--- config.mk ---
export PLATFORM = sky130hd
export DESIGN_NAME = fp_addsub_result_buffer_flat
export DESIGN_NICKNAME = d
export VERILOG_FILES = /design/src/rtl/fp_addsub_result_buffer_if.sv /design/src/rtl/fp_addsub_result_buffer.sv /design/src/flat_wrapper.sv
export SDC_FILE = /design/constraint.sdc
export NUM_CORES = 1
export LEC_CHECK = 0
export ABC_AREA = 1
export CORE_MARGIN = 3
export CORE_UTILIZATION = 49
export DETAILED_ROUTE_END_ITERATION = 8
export HOLD_SLACK_MARGIN = 0.02
export PLACE_DENSITY = 0.76
export SLEW_MARGIN = 20
export SYNTH_ARGS = -nofsm -noshare
export SYNTH_HDL_FRONTEND = slang
export SYNTH_SLANG_ARGS = --single-unit
export TNS_END_PERCENT = 100
--- constraint.sdc ---
create_clock -name clk -period 2.7 [get_ports clk]
set_clock_uncertainty 0.1 [all_clocks]
set_input_delay 0.54 -clock clk [delete_from_list [all_inputs] [get_ports clk]]
set_output_delay 0.54 -clock clk [all_outputs]
set_load 0.01 [all_outputs]
--- src/rtl/fp_addsub_result_buffer_if.sv ---
// Handshake/data bundle between the add/sub ALU (producer), the result
// buffer, and the downstream consumer.
//   in_*  : producer -> buffer valid/ready channel carrying {result, exception, op}
//   out_* : buffer -> consumer valid/ready channel plus head classification flags
// master: the environment side (drives in_* data/valid and out_ready)
// slave : the buffer side
interface fp_addsub_result_buffer_if;
    logic        in_valid;
    logic        in_ready;
    logic [31:0] in_result;
    logic        in_exception;
    logic        in_op;
    logic        out_valid;
    logic        out_ready;
    logic [31:0] out_result;
    logic        out_exception;
    logic        out_op;
    logic        out_is_zero;
    logic        out_is_neg;

    modport master (
        output in_valid, in_result, in_exception, in_op, out_ready,
        input  in_ready, out_valid, out_result, out_exception, out_op,
               out_is_zero, out_is_neg
    );

    modport slave (
        input  in_valid, in_result, in_exception, in_op, out_ready,
        output in_ready, out_valid, out_result, out_exception, out_op,
               out_is_zero, out_is_neg
    );
endinterface

--- src/rtl/fp_addsub_result_buffer.sv ---
// Result buffer behind the IEEE-754 single-precision add/sub ALU.
// Captures {result, exception, op} into a DEPTH-entry valid/ready FIFO,
// presents the head entry with zero/negative flags, and keeps a saturating
// count of accepted exception results.
// Ports:
//   clk        rising-edge clock
//   rst_n      asynchronous active-low reset
//   flush      synchronous clear of FIFO contents (exception counter kept)
//   bus        slave side of fp_addsub_result_buffer_if (in_*/out_* channels)
//   level      number of stored entries
//   exc_count  accepted entries with exception set, saturating
module fp_addsub_result_buffer #(
    parameter int unsigned DEPTH     = 4,
    parameter int unsigned EXC_CNT_W = 8
) (
    input  logic                     clk,
    input  logic                     rst_n,
    input  logic                     flush,
    fp_addsub_result_buffer_if.slave bus,
    output logic [$clog2(DEPTH):0]   level,
    output logic [EXC_CNT_W-1:0]     exc_count
);

    localparam int unsigned PTR_W = $clog2(DEPTH);
    localparam int unsigned LVL_W = PTR_W + 1;

    // Entry layout: {exception, op, result}
    logic [33:0]          mem_q [DEPTH];
    logic [PTR_W-1:0]     wr_ptr_q, wr_ptr_d;
    logic [PTR_W-1:0]     rd_ptr_q, rd_ptr_d;
    logic [LVL_W-1:0]     level_q, level_d;
    logic [EXC_CNT_W-1:0] exc_count_q, exc_count_d;

    logic        full;
    logic        empty;
    logic        push;
    logic        pop;
    logic        wr_en;
    logic [33:0] head;

    assign full  = (level_q == LVL_W'(DEPTH));
    assign empty = (level_q == '0);
    assign push  = bus.in_valid & ~full;
    assign pop   = ~empty & bus.out_ready;
    // A push during flush is discarded, so skip the storage write too.
    assign wr_en = push & ~flush;

    always_comb begin
        wr_ptr_d    = wr_ptr_q;
        rd_ptr_d    = rd_ptr_q;
        level_d     = level_q;
        exc_count_d = exc_count_q;

        // The counter tracks accepted handshakes, including ones in a flush cycle.
        if (push && bus.in_exception && (exc_count_q != '1)) begin
            exc_count_d = exc_count_q + EXC_CNT_W'(1);
        end

        if (flush) begin
            wr_ptr_d = '0;
            rd_ptr_d = '0;
            level_d  = '0;
        end else begin
            if (push) begin
                wr_ptr_d = wr_ptr_q + PTR_W'(1);
            end
            if (pop) begin
                rd_ptr_d = rd_ptr_q + PTR_W'(1);
            end
            if (push && !pop) begin
                level_d = level_q + LVL_W'(1);
            end else if (pop && !push) begin
                level_d = level_q - LVL_W'(1);
            end
        end
    end

    always_ff @(posedge clk or negedge rst_n) begin
        if (!rst_n) begin
            wr_ptr_q    <= '0;
            rd_ptr_q    <= '0;
            level_q     <= '0;
            exc_count_q <= '0;
        end else begin
            wr_ptr_q    <= wr_ptr_d;
            rd_ptr_q    <= rd_ptr_d;
            level_q     <= level_d;
            exc_count_q <= exc_count_d;
        end
    end

    // Storage needs no reset; an empty FIFO masks its contents at the outputs.
    always_ff @(posedge clk) begin
        if (wr_en) begin
            mem_q[wr_ptr_q] <= {bus.in_exception, bus.in_op, bus.in_result};
        end
    end

    assign head = mem_q[rd_ptr_q];

    always_comb begin
        bus.out_valid     = ~empty;
        bus.out_result    = '0;
        bus.out_exception = 1'b0;
        bus.out_op        = 1'b0;
        bus.out_is_zero   = 1'b0;
        bus.out_is_neg    = 1'b0;
        if (!empty) begin
            bus.out_result    = head[31:0];
            bus.out_op        = head[32];
            bus.out_exception = head[33];
            // +0 and -0 both count as zero; only a nonzero value can be negative.
            bus.out_is_zero   = (head[30:0] == '0);
            bus.out_is_neg    = head[31] & (head[30:0] != '0);
        end
    end

    assign bus.in_ready = ~full;
    assign level        = level_q;
    assign exc_count    = exc_count_q;

endmodule
--- src/flat_wrapper.sv ---
// flat-port wrapper written by rule: the top's interface ports become plain ports
module fp_addsub_result_buffer_flat 
#(
    parameter int unsigned DEPTH     = 4,
    parameter int unsigned EXC_CNT_W = 8
)
  (clk, rst_n, flush, level, exc_count, bus_in_valid, bus_in_result, bus_in_exception, bus_in_op, bus_out_ready, bus_in_ready, bus_out_valid, bus_out_result, bus_out_exception, bus_out_op, bus_out_is_zero, bus_out_is_neg);
  fp_addsub_result_buffer_if bus_i ();
  input  logic clk;
  input  logic rst_n;
  input  logic flush;
  output logic [$clog2(DEPTH):0] level;
  output logic [EXC_CNT_W-1:0] exc_count;
  input wire logic [$bits(bus_i.in_valid)-1:0] bus_in_valid;
  input wire logic [$bits(bus_i.in_result)-1:0] bus_in_result;
  input wire logic [$bits(bus_i.in_exception)-1:0] bus_in_exception;
  input wire logic [$bits(bus_i.in_op)-1:0] bus_in_op;
  input wire logic [$bits(bus_i.out_ready)-1:0] bus_out_ready;
  output wire logic [$bits(bus_i.in_ready)-1:0] bus_in_ready;
  output wire logic [$bits(bus_i.out_valid)-1:0] bus_out_valid;
  output wire logic [$bits(bus_i.out_result)-1:0] bus_out_result;
  output wire logic [$bits(bus_i.out_exception)-1:0] bus_out_exception;
  output wire logic [$bits(bus_i.out_op)-1:0] bus_out_op;
  output wire logic [$bits(bus_i.out_is_zero)-1:0] bus_out_is_zero;
  output wire logic [$bits(bus_i.out_is_neg)-1:0] bus_out_is_neg;
  assign bus_i.in_valid = bus_in_valid;
  assign bus_i.in_result = bus_in_result;
  assign bus_i.in_exception = bus_in_exception;
  assign bus_i.in_op = bus_in_op;
  assign bus_i.out_ready = bus_out_ready;
  assign bus_in_ready = bus_i.in_ready;
  assign bus_out_valid = bus_i.out_valid;
  assign bus_out_result = bus_i.out_result;
  assign bus_out_exception = bus_i.out_exception;
  assign bus_out_op = bus_i.out_op;
  assign bus_out_is_zero = bus_i.out_is_zero;
  assign bus_out_is_neg = bus_i.out_is_neg;
  fp_addsub_result_buffer #(.DEPTH(DEPTH), .EXC_CNT_W(EXC_CNT_W)) u_core (.clk(clk), .rst_n(rst_n), .flush(flush), .bus(bus_i), .level(level), .exc_count(exc_count));
endmodule
After elaboration in Yosys (flattened, before gate mapping)
Memory sizes are Yosys's and may differ from the RTL's.
Cells that the tools add are included.
{ "op_classes": {"n_mux": 14, "n_eq_ne": 2, "bitwise_logic": 7, "n_reduce_logical": 12, "addsub": 5} }
{ "ops": {"columns": ["operator", "n"], "rows": [
  ["$mux W32", 1],
  ["$logic_not A31 Y1", 1],
  ["$reduce_bool A31 Y1", 1],
  ["$mux W3", 3],
  ["$add A8 B1 Y8 const B", 1],
  ["$mux W2", 4],
  ["$ne A8 B8 Y1 const B", 1],
  ["$mux W1", 6],
  ["$add A2 B1 Y2 const B", 2],
  ["$and A1 B1 Y1", 4],
  ["$logic_and A1 B1 Y1", 4],
  ["$reduce_bool A2 Y1", 2],
  ["$add A3 B1 Y3 const B", 1],
  ["$eq A3 B3 Y1 const B", 1],
  ["$logic_not A3 Y1", 1],
  ["$not A1 Y1", 3],
  ["$reduce_bool A3 Y1", 1],
  ["$sub A3 B1 Y3 const B", 1],
  ["$logic_not A1 Y1", 2]
]} }
{ "word_totals": {"ff_bits": 15, "word_cells": 45, "n_memories": 1, "ramBits": 136, "inputBits": 39} }
{ "mem_list": {"columns": ["name", "depth", "word_bits", "read_ports", "rd_ports_with_merged_regs", "write_ports", "line", "text"], "rows": [
  ["u_core.mem_q", 4, 34, 1, 0, 1, "fp_addsub_result_buffer.sv:28", "logic [33:0] mem_q [DEPTH];"]
]} }

Longest topological paths before layout
Gate-level depths: netlist of run 1.
{ "logic_depth": {"depth_word": 8, "mapped_depth": 13} }

Least setup slack after synthesis of run 1
OpenSTA, ideal clock, no wires.
{ "synth_timing": {"path_type": "register to register", "start": "reg u_core.level_q[0], in the netlist u_core.level[0]", "end": "mem u_core.mem_q[0][0], enable pin", "period_less_slack_ns": 2.909, "required_time_ns": 2.175, "path_stages_with_launch": 7, "path_slack_ns": -0.209, "arrival_ns": 2.383, "path_cell_list": "dfrtp_1 inv_1 nand3_1 nand2_1 inv_1 nand2_1 nor2_1"} }
{ "synth_via": {"elab_chain_cells": 6} }
{ "synth_rtl": {"columns": ["element", "line", "text"], "rows": [
  ["from (decl)", "fp_addsub_result_buffer.sv:31", "logic [LVL_W-1:0] level_q, level_d;"],
  ["from (signal assigned)", "fp_addsub_result_buffer.sv:87", "level_q <= level_d;"],
  ["$eq A3 B3 Y1", "fp_addsub_result_buffer.sv:41", "assign full = (level_q == LVL_W'(DEPTH));"],
  ["$not A1 Y1", null, null],
  ["net bus_in_ready", "flat_wrapper.sv:19", "output wire logic [$bits(bus_i.in_ready)-1:0] bus_in_ready;"],
  ["$and A1 B1 Y1", "fp_addsub_result_buffer.sv:43", "assign push = bus.in_valid & ~full;"],
  ["$and A1 B1 Y1", "fp_addsub_result_buffer.sv:46", "assign wr_en = push & ~flush;"],
  ["$mux W1", "fp_addsub_result_buffer.sv:94", "if (wr_en) begin"],
  ["$mux W1 (not written as such)", "fp_addsub_result_buffer.sv:95", "mem_q[wr_ptr_q] <= {bus.in_exception, bus.in_op, bus.in_result};"],
  ["to (decl)", "fp_addsub_result_buffer.sv:28", null]
]} }
The timed path passes the listed nets, and every way through them passes these cells.

Worst setup path after layout of run 1
{ "layout_timing": {"start": "reg u_core.rd_ptr_q[0]", "end": "out bus_out_result[6]"} }
{ "layout_via": {"elab_chain_cells": 2} }
{ "layout_rtl": {"columns": ["element", "line", "text"], "rows": [
  ["from (decl)", "fp_addsub_result_buffer.sv:30", "logic [PTR_W-1:0] rd_ptr_q, rd_ptr_d;"],
  ["from (signal assigned)", "fp_addsub_result_buffer.sv:86", "rd_ptr_q <= rd_ptr_d;"],
  ["$mem_v2 Z4 W34", null, null],
  ["$mux W32", "fp_addsub_result_buffer.sv:108", "if (!empty) begin"],
  ["to (decl)", "flat_wrapper.sv:21", "output wire logic [$bits(bus_i.out_result)-1:0] bus_out_result;"]
]} }
No other way between the ends.

==> results of run 1 <==
state kept, by name (all words and copies together) (netlist names):
signal and cells:
u_core.exc_count 8, u_core.level 3, u_core.mem_q 136, u_core.rd_ptr_q 2, u_core.wr_ptr_q 2
area by class of cell:
class | count | area, um^2
clock inverters | 13 | 136.4
well taps | 168 | 210.2
inverters | 23 | 91.34
flip-flops and latches | 151 | 4461
clock buffers | 19 | 432.9
multi-input cells | 369 | 1680
repair buffers | 144 | 1425
fillers | 870 | 3875
power breakdown:
part | total (uW) | internal (uW) | switching, uW
registers | 2850 | 2740 | 114
clock network | 2270 | 1430 | 845
logic | 2660 | 1210 | 1450
total | 7790 | 5380 | 2410
how the worst min path moves through the flow:
| stage | slack, ns | depth (start not counted) | end |
|---|---|---|---|
| after global routing | 0.47 | 1 | u_core.exc_count[6]$_DFFE_PN0P_ |
| after global placement | 0.41 | 2 | u_core.wr_ptr_q[1]$_DFFE_PN0P_ |
| final | 0.43 | 1 | u_core.exc_count[6]$_DFFE_PN0P_ |
| after floorplan | 0.14 | 0 | u_core.exc_count[0]$_DFFE_PN0P_ |
| after detailed placement | 0.41 | 1 | u_core.level[0]$_DFFE_PN0P_ |
| after CTS | 0.43 | 1 | u_core.exc_count[5]$_DFFE_PN0P_ |
synth_stat cells:
cell      number  share of area [%]
clkinv_1       2               0.12
dfrtp_1       15                6.0
nand3_1       67                5.3
inv_1         20                1.2
nor2_2         2               0.20
o22ai_1        2               0.20
nand4_1        1              0.099
nor2_1        59                3.5
buf_4          4               0.48
edfxtp_1     136                 65
xnor2_1        6               0.83
ha_1           5               0.99
fa_1           1               0.32
nand3b_1       1               0.12
o21ai_0       11               0.87
buf_6          3               0.54
nor3_1         3               0.24
nand2_1      204                 12
inv_2          1              0.060
a21oi_1        4               0.32
buf_2         10               0.79
clkbuf_1       8               0.48
xor2_1         3               0.42
logic make-up after synthesis:
logic type	count (synthesis)	share of synthesized area [%]
AOI/OAI and AO/OA	17	1.390
xor gates and xnor gates	9	1.251
adders and majority gates	6	1.310
buffers and inverters	48	3.653
DFF	151	70.76
and+or+nand+nor	337	21.64
per-layer routing:
metal  up-vias  global-route usage (%)  share of wire (%)
met5         -                       0                  0
met4         0                   10.95                2.1
met3        34                   6.553                7.3
met2       208                   35.36                 50
met1      2230                   26.29                 41
li1       2189                       -                  -
worst max-delay path, cell delays in order, from the launching register on:
cell and delay (ns):
dfrtp_2 0.48, inv_6 0.14, buf_16 0.16, nand2_1 0.06, nand3_1 0.06, nand2_1 0.09, buf_4 0.14, nor2_1 0.07
clkdlybuf4s50_1 0.54
per-stage QoR:
stage	total power, uW	TNS, ns
after floorplan	4128	-28.37
after global placement	5513	0
after detailed placement	5587	-0.02707
after CTS	7806	-1.036
after global routing	8191	-0.7647
final	7787	-0.3332
repair_timing:
action,CTS,global route
setup endpoints to repair,36,11
setup buffers,3,0
gates resized for setup,51,13
gates cloned,1,0
pin swaps,5,4
==> summary.txt, run 1 <==
Clocking
  • # clock sinks: 151
  • Cts hold-fix bufs: 0
  • Worst skew pair latency: 0.42 ns
  • Htree depth: 4
  • Clock Path Buffers: 2
  • Cts bufs inserted: 17
  • Clock transition at path regs: 0.05 ns
  • Root buffer cell: clkbuf_16
  • CTS tree: done

Timing
  • Hold WS: 0.4295 ns
  • RSZ-0062 raised after global routing: true
  • Slack of the critical path: -0.1147 ns
  • Final Critical Period: 2.815 ns
  • Relative slew margins: 48.98%
  • Worst-margin pin slew: 0.7628 ns
  • Fmax: 355.3 MHz
  • Hold Vio Cnt, Final: 0
  • Max-slew violation count: 0
  • Crit share post-route: 104.2%
  • Final setup vio count: 4

Finish
  • # diodes: 0
  • Nets: 751
  • Final instance area: 8437 um^2
  • Most frequent cells in the layout: 193 x nand2_1, 136 x edfxtp_1, 66 x nand3_1
  • Most common cell after layout, fill and taps aside: nand2_1
  • Finished Layout Cells: 887
  • Area grow syn2layout: 33.87%
  • Final Util: 68.53%
  • Layout cells sized above 1: 14.46%

Drt
  • Post-DR vias/cell: 5.255
  • Wire per inst: 16.62 um
  • 1st-pass router iterations: 5
  • Antenna Nets Post-Route: 0
  • Post-Route WL: 14740 um
  • Post-route DRC: 0
  • Initial DRC count: 375
  • DR vias: 4661

Critical path
  • R2R cell count: 11
  • Worst R2R End: u_core.level[2]$_DFFE_PN0P_
  • Req. time, crit path: 2.06 ns
  • CP Capture Type: primary output
  • Startpoint types: register
  • Crit path to: bus_out_result[6]
  • WS Path Type: register to primary output
  • CP arrival: 2.17 ns
  • Worst reg2reg path startpoint: u_core.level[0]$_DFFE_PN0P_
  • Crit path max fanout: 18
  • R2r setup slk: 0.61 ns
  • CP startpoint: u_core.rd_ptr_q[0]$_DFFE_PN0P_

Placed design
  • Port-buffer cells: 87
  • Area after DPL: 7781 um^2
  • Placed cells: 851
  • Post-DP HPWL: 9382 um
  • DP Worst Slack: -0.02707 ns
  • GP Congestion: 0.7952

Run status
  • Failing checks: setup timing
  • Status: finished, violations left

Die
  • Chip Height: 119.4 um
  • Core area: 12310 um^2
  • Die width: 119.4 um
  • Std cell rows: 40
  • Initial Utilization: 51.19%
  • IO Pins: 88
  • Area of the die: 14260 um^2

Yosys
  • Post-synthesis sequential area ratio: 70.76%
  • Cell Area, Synth: 6302 um^2
  • Synth Area per Inst: 11.10 um^2
  • Cell variety after synth: 23
  • Yosys synthesis warning count: 0
  • Synthesized instance count: 568
  • FF+latch count, synth: 151
  • Net Count, Synth: 613

Power
  • Maximum vdd drop: 0.4370 mV
  • Pwr/cell area: 922.9 nW/um^2
  • Leakage: 0.003422 uW

Worst hold path
  • Hold Startpoint: u_core.exc_count[6]$_DFFE_PN0P_
  • HP Class: register to register

Global routing
  • Total global-route track usage: 21.72%
  • Initial antenna violation count: 0
  • Global-route wire length before repair: 23780 um
  • Largest net degree at the start of global routing: 38
  • GRT overflow: 0
  • Vias in the first global route: 4873

Run
  • Max_cap viols: 0
Note: power is estimated with default switching activity, not from simulation.
==> inputs of run 2 (changes only) <==
CTS_CLUSTER_SIZE = 12   (was unset)
==> results of run 2 <==
Same layout as run 1: the final DEF is identical, and so are final timing and power.
==> inputs of run 3 (changes only) <==
PLACE_DENSITY = 0.79   (was 0.76)
==> run 3 against run 2 <==
The run still ends with setup timing left; sequential power about the same; global-route usage decreased by 0.98 points; utilization decreased by 0.55 points; first-iteration DRC count increased by 4.3%; design area decreased by 0.80%; count of clock-buffer cells in the layout decreased by 2; setup slack improved by 0.013 ns; sequential cell count unchanged; via count about the same; combinational power about the same; highest routed layer unchanged.
==> summary.txt, run 3 (synthesis results as in run 1) <==
Critical path
  • Buf/Inv on CP: 3
  • Req. time, crit path: 2.06 ns
  • Startpoint types: register
  • Crit path max fanout: 13
  • Delay-heaviest family, CP: simple AND/OR/NAND/NOR gates
  • Critical path depth in cells: 12
  • R2r setup slk: 0.43 ns
  • WS Path Type: register to primary output
  • CP Capture Type: primary output
  • R2R cell count: 12
  • Crit-path max cell delay: 0.46 ns
  • Worst path cell trace: buf_4 > buf_12 > nand2_1 > nand3_1 > nand2_2 > nand2_1 > nor2_1 > nand2_1 > nor2_2 > nand2_1 > nor2_2 > buf_2
  • Worst reg2reg path startpoint: u_core.level[0]$_DFFE_PN0P_
  • Slowest CP cell: dfrtp_2
  • Worst R2R End: u_core.level[2]$_DFFE_PN0P_
  • CP arrival: 2.16 ns
  • Crit path top cell by count: nand2_1

Timing
  • Max-slew violation count: 0
  • RSZ-0062 raised after global routing: true
  • Crit share post-route: 103.7%
  • Relative slew margins: 50.02%
  • Slack of the critical path: -0.1012 ns
  • Worst-margin pin slew: 0.7473 ns
  • Hold Vio Cnt, Final: 0
  • Final Critical Period: 2.801 ns
  • Final setup vio count: 3
  • Fmax: 357.0 MHz
  • Setup TNS Final: -0.1836 ns

Power
  • Sw frac: 31.83%
  • Sw Pwr: 2409 uW
  • Pwr/cell area: 904.4 nW/um^2
  • Comb power frac: 35.0%
  • Maximum vdd drop: 0.4977 mV
  • Clock power share: 27.3%
  • P_int: 5159 uW
  • Leakage: 0.003403 uW
  • Sequential Power Share: 37.7%

Global routing
  • GRT overflow: 0
  • Initial antenna violation count: 0
  • Total global-route track usage: 20.74%
  • Vias in the first global route: 4633
  • Largest net degree at the start of global routing: 37
  • Global-route wire length before repair: 22880 um

Clocking
  • Cts hold-fix bufs: 0
  • Htree depth: 4
  • Clock Path Buffers: 2
  • Cts bufs inserted: 17
  • Clock transition at path regs: 0.06 ns
  • Root buffer cell: clkbuf_16
  • CTS tree: done
  • Worst skew pair latency: 0.42 ns
  • # clock sinks: 151

Die
  • Die width: 119.4 um
  • Core area: 12310 um^2
  • Chip Height: 119.4 um
  • Std cell rows: 40
  • IO Pins: 88
  • Area of the die: 14260 um^2
  • Initial Utilization: 51.19%

Finish
  • # diodes: 0
  • Top reg by flops: u_core.mem_q
  • Finished Layout Cells: 878
  • Most frequent cells in the layout: 194 x nand2_1, 136 x edfxtp_1, 66 x nand3_1
  • Fillers: 876
  • Nets: 743
  • Number of flip-flops in the largest register: 136
  • Layout cells sized above 1: 14.65%
  • Final Util: 67.98%
  • Area grow syn2layout: 32.80%
  • Most common cell after layout, fill and taps aside: nand2_1

Drt
  • 1st-pass router iterations: 5
  • Initial DRC count: 391
  • Post-route DRC: 0
  • Post-Route WL: 15070 um
  • Antenna Nets Post-Route: 0
  • DR vias: 4660
  • Post-DR vias/cell: 5.308
  • Wire per inst: 17.17 um

Worst hold path
  • Worst Hold Depth: 1
  • Worst Hold Path EP: u_core.level[0]$_DFFE_PN0P_
  • HP Class: register to register
  • Hold Startpoint: u_core.level[0]$_DFFE_PN0P_

Placed design
  • GP Congestion: 0.8392
  • Placed cells: 838
  • Port-buffer cells: 87
  • Post-DP HPWL: 9038 um

Run
  • Max_cap viols: 0

Run status
  • Status: finished, violations left
  • Failing checks: setup timing
[run 3: area by class of cell]
cell class	instances	area (um^2)	area share, %
flip-flops and latches	151	4462	53.31
multi-input cells	369	1683	20.11
inverters	23	92.59	1.106
well taps	168	210.2	2.512
repair buffers	136	1404	16.77
clock buffers	17	425.4	5.083
clock inverters	14	92.59	1.106
[run 3: routing by layer]
layer	share of wire (%)	track usage, %	vias to the layer above
met3	7.6	5.081	31
met2	49	33.84	249
met4	2.2	9.664	0
met5	0	0	-
met1	41	26.20	2210
li1	-	-	2170
[run 3: how the worst max path moves through the flow]
stage	from	end
finish	u_core.rd_ptr_q[0]$_DFFE_PN0P_	bus_out_is_zero
global route	u_core.rd_ptr_q[0]$_DFFE_PN0P_	bus_out_is_zero
CTS	u_core.rd_ptr_q[0]$_DFFE_PN0P_	bus_out_is_zero
detailed placement	u_core.rd_ptr_q[0]$_DFFE_PN0P_	bus_out_is_zero
global placement	u_core.rd_ptr_q[0]$_DFFE_PN0P_	bus_out_is_neg
floorplan	u_core.level[0]$_DFFE_PN0P_	u_core.mem_q[0][0]$_DFFE_PP_
[run 3: what timing repair did]
item                       CTS  global route
resized for setup           48            24
setup endpoints to repair   36             7
gates cloned                 0             3
pin swaps                    1            11
buffers inserted             1             5
[run 3: power groups by stage]
stage	Sequential [uW]	Clock, uW	Combinational [uW]
detailed placement	2890	0	2600
floorplan	2900	0	1230
global route	2880	2200	2880
global placement	2880	0	2540
finish	2860	2070	2650
CTS	2850	2090	2520
[run 3: per-stage QoR]
stage | cell area [um^2] | hold slack [ns] | setup slack (ns) | power [uW]
final | 8369 | 0.4226 | -0.1012 | 7569
after CTS | 8199 | 0.4237 | -0.1475 | 7466
after floorplan | 6302 | 0.1444 | -0.2086 | 4128
after global placement | 7671 | 0.4127 | 0.01771 | 5422
after global routing | 8369 | 0.4619 | -0.2246 | 7966
after detailed placement | 7671 | 0.4094 | -0.02594 | 5487
